### src/rtl/image_memory_simd_port_if.sv
// image_memory_simd_port_if: read-lane and write-port bundle for the SIMD frame buffer
//   rd_req/rd_addr   per-lane read request and byte address (master -> slave)
//   rd_valid/rd_data per-lane level response, held until the next accepted request (slave -> master)
//   we/wr_addr/wr_data single write-through byte port (master -> slave)
interface image_memory_simd_port_if #(
    parameter int N  = 4,
    parameter int AW = 8
);
    logic [N-1:0]         rd_req;
    logic [N-1:0][AW-1:0] rd_addr;
    logic [N-1:0]         rd_valid;
    logic [N-1:0][7:0]    rd_data;
    logic                 we;
    logic [AW-1:0]        wr_addr;
    logic [7:0]           wr_data;

    modport master (
        output rd_req, rd_addr, we, wr_addr, wr_data,
        input  rd_valid, rd_data
    );

    modport slave (
        input  rd_req, rd_addr, we, wr_addr, wr_data,
        output rd_valid, rd_data
    );
endinterface

### src/rtl/image_memory_simd_port.sv
// image_memory_simd_port: byte frame buffer with N single-line cached read lanes and a shared fill engine
//   clk  rising-edge clock
//   rst  synchronous active-high reset (lanes idle, lines invalid, responses zero, fill aborted)
//   bus  slave side of image_memory_simd_port_if (lane requests/responses and the write port)
module image_memory_simd_port #(
    parameter int IMG_W     = 16,
    parameter int IMG_H     = 16,
    parameter int N         = 4,
    parameter int LINE_SIZE = 8,
    localparam int DEPTH    = IMG_W * IMG_H,
    localparam int AW       = $clog2(DEPTH)
) (
    input logic                     clk,
    input logic                     rst,
    image_memory_simd_port_if.slave bus
);
    localparam int OW  = $clog2(LINE_SIZE);
    localparam int OFW = OW > 0 ? OW : 1;
    localparam int TW  = AW - OW;
    localparam int LW  = N > 1 ? $clog2(N) : 1;

    typedef enum logic [1:0] {IDLE, LOOKUP, WAIT_FILL} state_e;

    function automatic logic [TW-1:0] tag_of(input logic [AW-1:0] a);
        return TW'(a >> OW);
    endfunction

    function automatic logic [OFW-1:0] off_of(input logic [AW-1:0] a);
        return OFW'(a & AW'(LINE_SIZE - 1));
    endfunction

    function automatic logic in_range(input logic [AW-1:0] a);
        return {1'b0, a} < (AW + 1)'(DEPTH);
    endfunction

    logic [7:0]        mem_q [DEPTH];
    state_e            st_q [N];
    state_e            st_d [N];
    logic [AW-1:0]     addr_q [N];
    logic [TW-1:0]     tag_q [N];
    logic [N-1:0]      vld_q;
    logic [7:0]        line_q [N][LINE_SIZE];
    logic [N-1:0]      rv_q;
    logic [N-1:0][7:0] rdat_q;
    logic              busy_q;
    logic              cmp_q;
    logic [LW-1:0]     fl_q;
    logic [LW-1:0]     cl_q;
    logic [LW-1:0]     ptr_q;
    logic [OFW-1:0]    cnt_q;
    logic [N-1:0]      hit;
    logic [N-1:0]      miss;
    logic [N-1:0]      done;
    logic [N-1:0]      fill_req;
    logic              gnt_any;
    logic [LW-1:0]     gnt;
    logic              wr_ok;
    logic              fetch_en;
    logic              last;
    logic [LW-1:0]     flane;
    logic [OFW-1:0]    fidx;
    logic [AW-1:0]     faddr;
    logic [7:0]        fbyte;

    // Lane outputs. A lane already owning the fill engine (fetching or
    // awaiting its completion edge) stops requesting.
    always_comb begin
        hit      = '0;
        miss     = '0;
        done     = '0;
        fill_req = '0;
        for (int i = 0; i < N; i++) begin
            hit[i]      = st_q[i] == LOOKUP && vld_q[i] && tag_q[i] == tag_of(addr_q[i]);
            miss[i]     = st_q[i] == LOOKUP && !hit[i];
            done[i]     = st_q[i] == WAIT_FILL && cmp_q && cl_q == LW'(i);
            fill_req[i] = miss[i] || (st_q[i] == WAIT_FILL
                          && !(busy_q && fl_q == LW'(i)) && !(cmp_q && cl_q == LW'(i)));
        end
    end

    always_comb begin
        for (int i = 0; i < N; i++) begin
            st_d[i] = st_q[i] == IDLE   ? (bus.rd_req[i] ? LOOKUP : IDLE)
                    : st_q[i] == LOOKUP ? (hit[i] ? IDLE : WAIT_FILL)
                    : done[i]           ? IDLE : st_q[i];
        end
    end

    always_ff @(posedge clk) begin
        for (int i = 0; i < N; i++) begin
            st_q[i] <= rst ? IDLE : st_d[i];
        end
    end

    // Round-robin pick: scanning downward lets the lane nearest the pointer win.
    always_comb begin
        gnt_any = 1'b0;
        gnt     = '0;
        for (int k = N - 1; k >= 0; k--) begin
            if (fill_req[(int'(ptr_q) + k) % N]) begin
                gnt_any = 1'b1;
                gnt     = LW'((int'(ptr_q) + k) % N);
            end
        end
    end

    // A grant fetches byte 0 on its own edge; the completion edge after the
    // last byte doubles as the next grant, so fills run back-to-back.
    assign wr_ok    = bus.we && in_range(bus.wr_addr);
    assign fetch_en = busy_q || gnt_any;
    assign flane    = busy_q ? fl_q : gnt;
    assign fidx     = busy_q ? cnt_q : '0;
    assign last     = fidx == OFW'(LINE_SIZE - 1);
    assign faddr    = (addr_q[flane] & ~AW'(LINE_SIZE - 1)) | AW'(fidx);
    assign fbyte    = !in_range(faddr) ? 8'h00
                    : (wr_ok && bus.wr_addr == faddr) ? bus.wr_data : mem_q[faddr];

    always_ff @(posedge clk) begin
        if (wr_ok) mem_q[bus.wr_addr] <= bus.wr_data;
    end

    always_ff @(posedge clk) begin
        if (rst) begin
            vld_q  <= '0;
            rv_q   <= '0;
            rdat_q <= '0;
            busy_q <= 1'b0;
            cmp_q  <= 1'b0;
            ptr_q  <= '0;
        end else begin
            for (int i = 0; i < N; i++) begin
                if (st_q[i] == IDLE && bus.rd_req[i]) begin
                    addr_q[i] <= bus.rd_addr[i];
                    rv_q[i]   <= 1'b0;
                end
                if (hit[i] || done[i]) begin
                    rv_q[i]   <= 1'b1;
                    rdat_q[i] <= line_q[i][off_of(addr_q[i])];
                end
                if (miss[i]) begin
                    tag_q[i] <= tag_of(addr_q[i]);
                    vld_q[i] <= 1'b0;
                end
                if (done[i]) vld_q[i] <= 1'b1;
                // Lines mid-fill are kept coherent too, so bytes fetched before a write stay current.
                if (wr_ok && (vld_q[i] || st_q[i] == WAIT_FILL) && tag_q[i] == tag_of(bus.wr_addr))
                    line_q[i][off_of(bus.wr_addr)] <= bus.wr_data;
            end
            if (fetch_en) line_q[flane][fidx] <= fbyte;
            busy_q <= fetch_en && !last;
            cmp_q  <= fetch_en && last;
            fl_q   <= flane;
            cl_q   <= flane;
            cnt_q  <= fidx + 1'b1;
            if (gnt_any && !busy_q) ptr_q <= gnt == LW'(N - 1) ? '0 : gnt + 1'b1;
        end
    end

    assign bus.rd_valid = rv_q;
    assign bus.rd_data  = rdat_q;
endmodule

### src/flat_wrapper.sv
// flat-port wrapper written by rule: the top's interface ports become plain ports
module image_memory_simd_port_flat 
#(
    parameter int IMG_W     = 16,
    parameter int IMG_H     = 16,
    parameter int N         = 4,
    parameter int LINE_SIZE = 8,
    localparam int DEPTH    = IMG_W * IMG_H,
    localparam int AW       = $clog2(DEPTH)
)
  (clk, rst, bus_rd_req, bus_rd_addr, bus_we, bus_wr_addr, bus_wr_data, bus_rd_valid, bus_rd_data);
  image_memory_simd_port_if #(.N(N), .AW((8))) bus_i ();
  input logic clk;
  input logic rst;
  input wire logic [$bits(bus_i.rd_req)-1:0] bus_rd_req;
  input wire logic [$bits(bus_i.rd_addr)-1:0] bus_rd_addr;
  input wire logic [$bits(bus_i.we)-1:0] bus_we;
  input wire logic [$bits(bus_i.wr_addr)-1:0] bus_wr_addr;
  input wire logic [$bits(bus_i.wr_data)-1:0] bus_wr_data;
  output wire logic [$bits(bus_i.rd_valid)-1:0] bus_rd_valid;
  output wire logic [$bits(bus_i.rd_data)-1:0] bus_rd_data;
  assign bus_i.rd_req = bus_rd_req;
  assign bus_i.rd_addr = bus_rd_addr;
  assign bus_i.we = bus_we;
  assign bus_i.wr_addr = bus_wr_addr;
  assign bus_i.wr_data = bus_wr_data;
  assign bus_rd_valid = bus_i.rd_valid;
  assign bus_rd_data = bus_i.rd_data;
  image_memory_simd_port #(.IMG_W(IMG_W), .IMG_H(IMG_H), .N(N), .LINE_SIZE(LINE_SIZE)) u_core (.clk(clk), .rst(rst), .bus(bus_i));
endmodule
### config.mk
export PLATFORM = sky130hd
export DESIGN_NAME = image_memory_simd_port_flat
export DESIGN_NICKNAME = d
export VERILOG_FILES = /design/src/rtl/image_memory_simd_port_if.sv /design/src/rtl/image_memory_simd_port.sv /design/src/flat_wrapper.sv
export SDC_FILE = /design/constraint.sdc
export NUM_CORES = 2
export LEC_CHECK = 0
export ABC_CLOCK_PERIOD_IN_PS = 8300
export BUFFER_PORTS_ARGS = -buffer_cell sky130_fd_sc_hd__buf_2
export CAP_MARGIN = 20
export CORE_ASPECT_RATIO = 1.2
export CORE_MARGIN = 4
export CORE_UTILIZATION = 46
export CTS_CLUSTER_SIZE = 14
export DETAILED_ROUTE_END_ITERATION = 6
export GPL_ROUTABILITY_DRIVEN = 0
export SLEW_MARGIN = 20
export SYNTH_ARGS = -nofsm -noshare
export SYNTH_HDL_FRONTEND = slang
export SYNTH_SLANG_ARGS = --single-unit
### constraint.sdc
create_clock -name clk -period 8.3 [get_ports clk]
set_input_delay 0.415 -clock clk [delete_from_list [all_inputs] [get_ports clk]]
set_output_delay 0.415 -clock clk [all_outputs]
set_load 0.02 [all_outputs]
==> impl_metrics.env <==
export IMPL_wl_per_cell_um=33.2
export IMPL_setup_tns_final_ns=0
export IMPL_cp_max_fo=33
export IMPL_top_usage_layer="met2"
export IMPL_path_clk_slew_ns=0.06
export IMPL_cts_buffers=229
export IMPL_grt_met3_usage_pct=5.40
export IMPL_grt_pass1_vias=55506
export IMPL_slew_violations=0
export IMPL_worstPathArrival_ns=7.13
export IMPL_placed_area_um2=98900
export IMPL_grt_total_usage_pct=27.2
export IMPL_synth_simple_area_share_pct=5.98
export IMPL_ys_types=103
export IMPL_synthAdderAreaFrac_pct=0.0393
export IMPL_routed_via_density=6.44
export IMPL_r2r_start="u_core.fl_q[1]$_DFFE_PN_"
export IMPL_grt_max_degree=180
export IMPL_wl_mm=299
export IMPL_clock_path_buffers=3
export IMPL_maxSlewHeadroom_pct=20.9
export IMPL_stdcell_area_um2=106000
export IMPL_layout_commonest_cell="edfxtp_1"
export IMPL_rsz0062_at_grt="no"
export IMPL_reg2reg_slack_ns=1.80
export IMPL_synth_edf_count=2361
export IMPL_finalClockSkew_ns=0.0475
export IMPL_avgSynthCellArea_um2=15.9
export IMPL_min_period_ns=6.50
export IMPL_rows=182
export IMPL_fin_crit_sh_pct=78.3
export IMPL_ioPinCount=91
export IMPL_die_w_um=424
export IMPL_failed_checks="design-rule violations"
export IMPL_synth_nets=6079
export IMPL_fin_nets=6105
export IMPL_hold_viol_final=0
export IMPL_cts_root_buf="clkbuf_16"
export IMPL_port_buffer_count=90
export IMPL_drtPass1Iterations=7
export IMPL_core_area_um2=206000
export IMPL_syn2layout_area_growth_pct=11.4
export IMPL_synth_compound_area_share_pct=10.7
export IMPL_drt_iter0_drc=9070
export IMPL_die_area_um2=215000
export IMPL_syn_inst=6021
export IMPL_min_path_cells=1
export IMPL_leakage_uw=0.0337
export IMPL_antenna_found_initial=9
export IMPL_holdCritStartpoint="bus_wr_data[3]"
export IMPL_grt_pass1_wl_mm=420
export IMPL_ys_warn_count=0
export IMPL_reg2regPathDepth=15
export IMPL_antenna_left=0
export IMPL_synth_xor_area_share_pct=0.422
export IMPL_synth_top_flop_cell="edfxtp_1"
export IMPL_route_detailed_drc=14
export IMPL_hold_path_end="u_core.mem_q[169][3]$_DFFE_PP_"
export IMPL_cts_tree="built"
export IMPL_netlist_area_um2=95500
export IMPL_worstSkewPairLatency_ns=0.91
export IMPL_vdd_drop_max_uv=226
export IMPL_h_tree_depth=4
export IMPL_post_cts_resize_count=0
export IMPL_fmax_ghz=0.154
export IMPL_vias=57991
export IMPL_async_reset_ff_share_pct=0
export IMPL_ys_ff_latch=2413
export IMPL_timing_hold_ws_ns=0.0352
export IMPL_min_path_type="input port to register"
export IMPL_dp_hpwl_mm=177
export IMPL_drive_gt1_share_pct=13.2
export IMPL_gr_total_overflow=0
export IMPL_power_density_nw_per_um2=262
export IMPL_cp_required_ns=8.93
export IMPL_grt_util_met2_pct=44.0
export IMPL_r2r_end="u_core.line_q[1][63]$_DFFE_PP_"
export IMPL_die_h_um=507
export IMPL_worst_pin_slew_ns=1.18
export IMPL_met1_usage_pct=35.5
export IMPL_outcome="finished with violations"
export IMPL_synth_mux_area_fraction_pct=5.28
export IMPL_synth_top_family_by_area="compound AO/OA/AOI/OAI gates"
export IMPL_ys_seq_area_share_pct=75.4
export IMPL_drv_cap=0
export IMPL_final_setup_viol_count=0
export IMPL_postCtsSetupRepairBufs=0
export IMPL_most_common_layout_cells="2361 x edfxtp_1, 561 x nand2_1, 430 x nor2_1"
export IMPL_critPathLaunchType="register"
export IMPL_initial_core_util_pct=46.4
export IMPL_cts_sinks=2413
export IMPL_end_kind="register"
export IMPL_critPathKind="register to register"
## cell families after synthesis
group | Yosys count
xor+xnor | 46
buf+inv | 478
fa+ha+maj | 3
mux | 401
compound gates | 1350
flops | 2413
simple gates | 1330
## critical path: stages, from the launching register on
cell and delay [ns]:
edfxtp_1 0.66, o21ai_1 0.17, o21ai_0 0.54, nand2_1 0.23
a311oi_2 0.41, o31a_2 0.39, inv_2 0.19, a2111o_2 0.50
nand2_4 0.49, buf_4 0.59, nand4_1 0.24, a311oi_1 0.76
o21a_1 0.28, o32ai_4 0.16, buf_4 0.32, a22o_1 0.28
## cells in the mapped netlist, types with 24 or more instances
| library cell | count | area, um^2 |
|---|---|---|
| nand3_1 | 139 | 696 |
| nor3_1 | 35 | 175 |
| o21ai_0 | 132 | 661 |
| nand4_1 | 56 | 350 |
| o2111ai_1 | 33 | 289 |
| edfxtp_1 | 2361 | 70900 |
| dfxtp_1 | 52 | 1040 |
| a22o_1 | 65 | 569 |
| nand2_1 | 565 | 2120 |
| o22ai_1 | 69 | 432 |
| xnor2_1 | 37 | 324 |
| a21oi_1 | 203 | 1020 |
| mux2i_1 | 167 | 1670 |
| a211oi_1 | 49 | 368 |
| buf_1 | 103 | 387 |
| a22oi_1 | 302 | 2270 |
| a221oi_1 | 131 | 1150 |
| nor2_1 | 438 | 1640 |
| o21ai_1 | 29 | 145 |
| o211ai_1 | 24 | 180 |
| clkbuf_1 | 275 | 1030 |
| mux4_2 | 65 | 1460 |
| a222oi_1 | 186 | 1860 |
| buf_4 | 39 | 293 |
| mux2_2 | 167 | 1880 |
## layout make-up
cell class / count / area, um^2
sequential: 2413 / 71900
tap: 2760 / 3450
multi-input combinational: 3130 / 21600
clock buffer: 286 / 6010
fill: 16646 / 99300
antenna: 5 / 12.5
clock inverter: 139 / 1060
inverter: 18 / 77.6
timing repair buffer: 255 / 2180
## worst max-delay path by stage
| stage | slack [ns] | endpoint | from |
|---|---|---|---|
| floorplan | 4.12 | u_core.line_q[3][51]$_DFFE_PP_ | u_core.addr_q[2][6]$_DFFE_PP_ |
| global placement | 1.93 | u_core.line_q[1][63]$_DFFE_PP_ | u_core.fl_q[1]$_DFFE_PN_ |
| detailed placement | 1.91 | u_core.line_q[1][63]$_DFFE_PP_ | u_core.fl_q[1]$_DFFE_PN_ |
| CTS | 1.89 | u_core.line_q[1][63]$_DFFE_PP_ | u_core.fl_q[1]$_DFFE_PN_ |
| global route | 1.62 | u_core.line_q[0][26]$_DFFE_PP_ | u_core.fl_q[1]$_DFFE_PN_ |
| finish | 1.80 | u_core.line_q[1][63]$_DFFE_PP_ | u_core.fl_q[1]$_DFFE_PN_ |
## repair_timing
action | in CTS | in global routing
hold buffers | 36 | 0
endpoints found under the setup margin | 0 | 0
endpoints found under the hold margin | 40 | 0
## per-layer routing
layer | wire, um | vias to the layer above
met4 | 16700 | 6
met5 | 38 | -
met2 | 142000 | 3560
li1 | - | 24267
met1 | 110000 | 29455
met3 | 30100 | 703
## where the power goes
part | total, uW | switching (uW) | internal (uW)
logic | 4280 | 3240 | 1040
registers | 13500 | 55.4 | 13500
clock network | 10000 | 4550 | 5460
## state kept, by name (all words and copies together) (netlist names), 2 cells and up
signal / cells
u_core.vld_q: 4
u_core.ptr_q: 2
u_core.addr_q: 32
u_core.bus.rd_data: 32
u_core.st_q: 8
u_core.fl_q: 2
u_core.mem_q: 2048
u_core.tag_q: 20
u_core.bus.rd_valid: 4
u_core.cnt_q: 3
u_core.line_q: 256
## metrics by stage
stage / util [%] / cells / worst slack [ns] / total power, uW
final: 51.7 / 9006 / 1.80 / 27800
after global routing: 51.7 / 9002 / 1.62 / 28500
after detailed placement: 48.1 / 8539 / 1.91 / 17900
after floorplan: - / 6021 / 4.12 / 16000
after global placement: 48.1 / 8537 / 1.93 / 17900
after CTS: 51.7 / 9000 / 1.89 / 27800
Power figures use the tool's default switching activity.
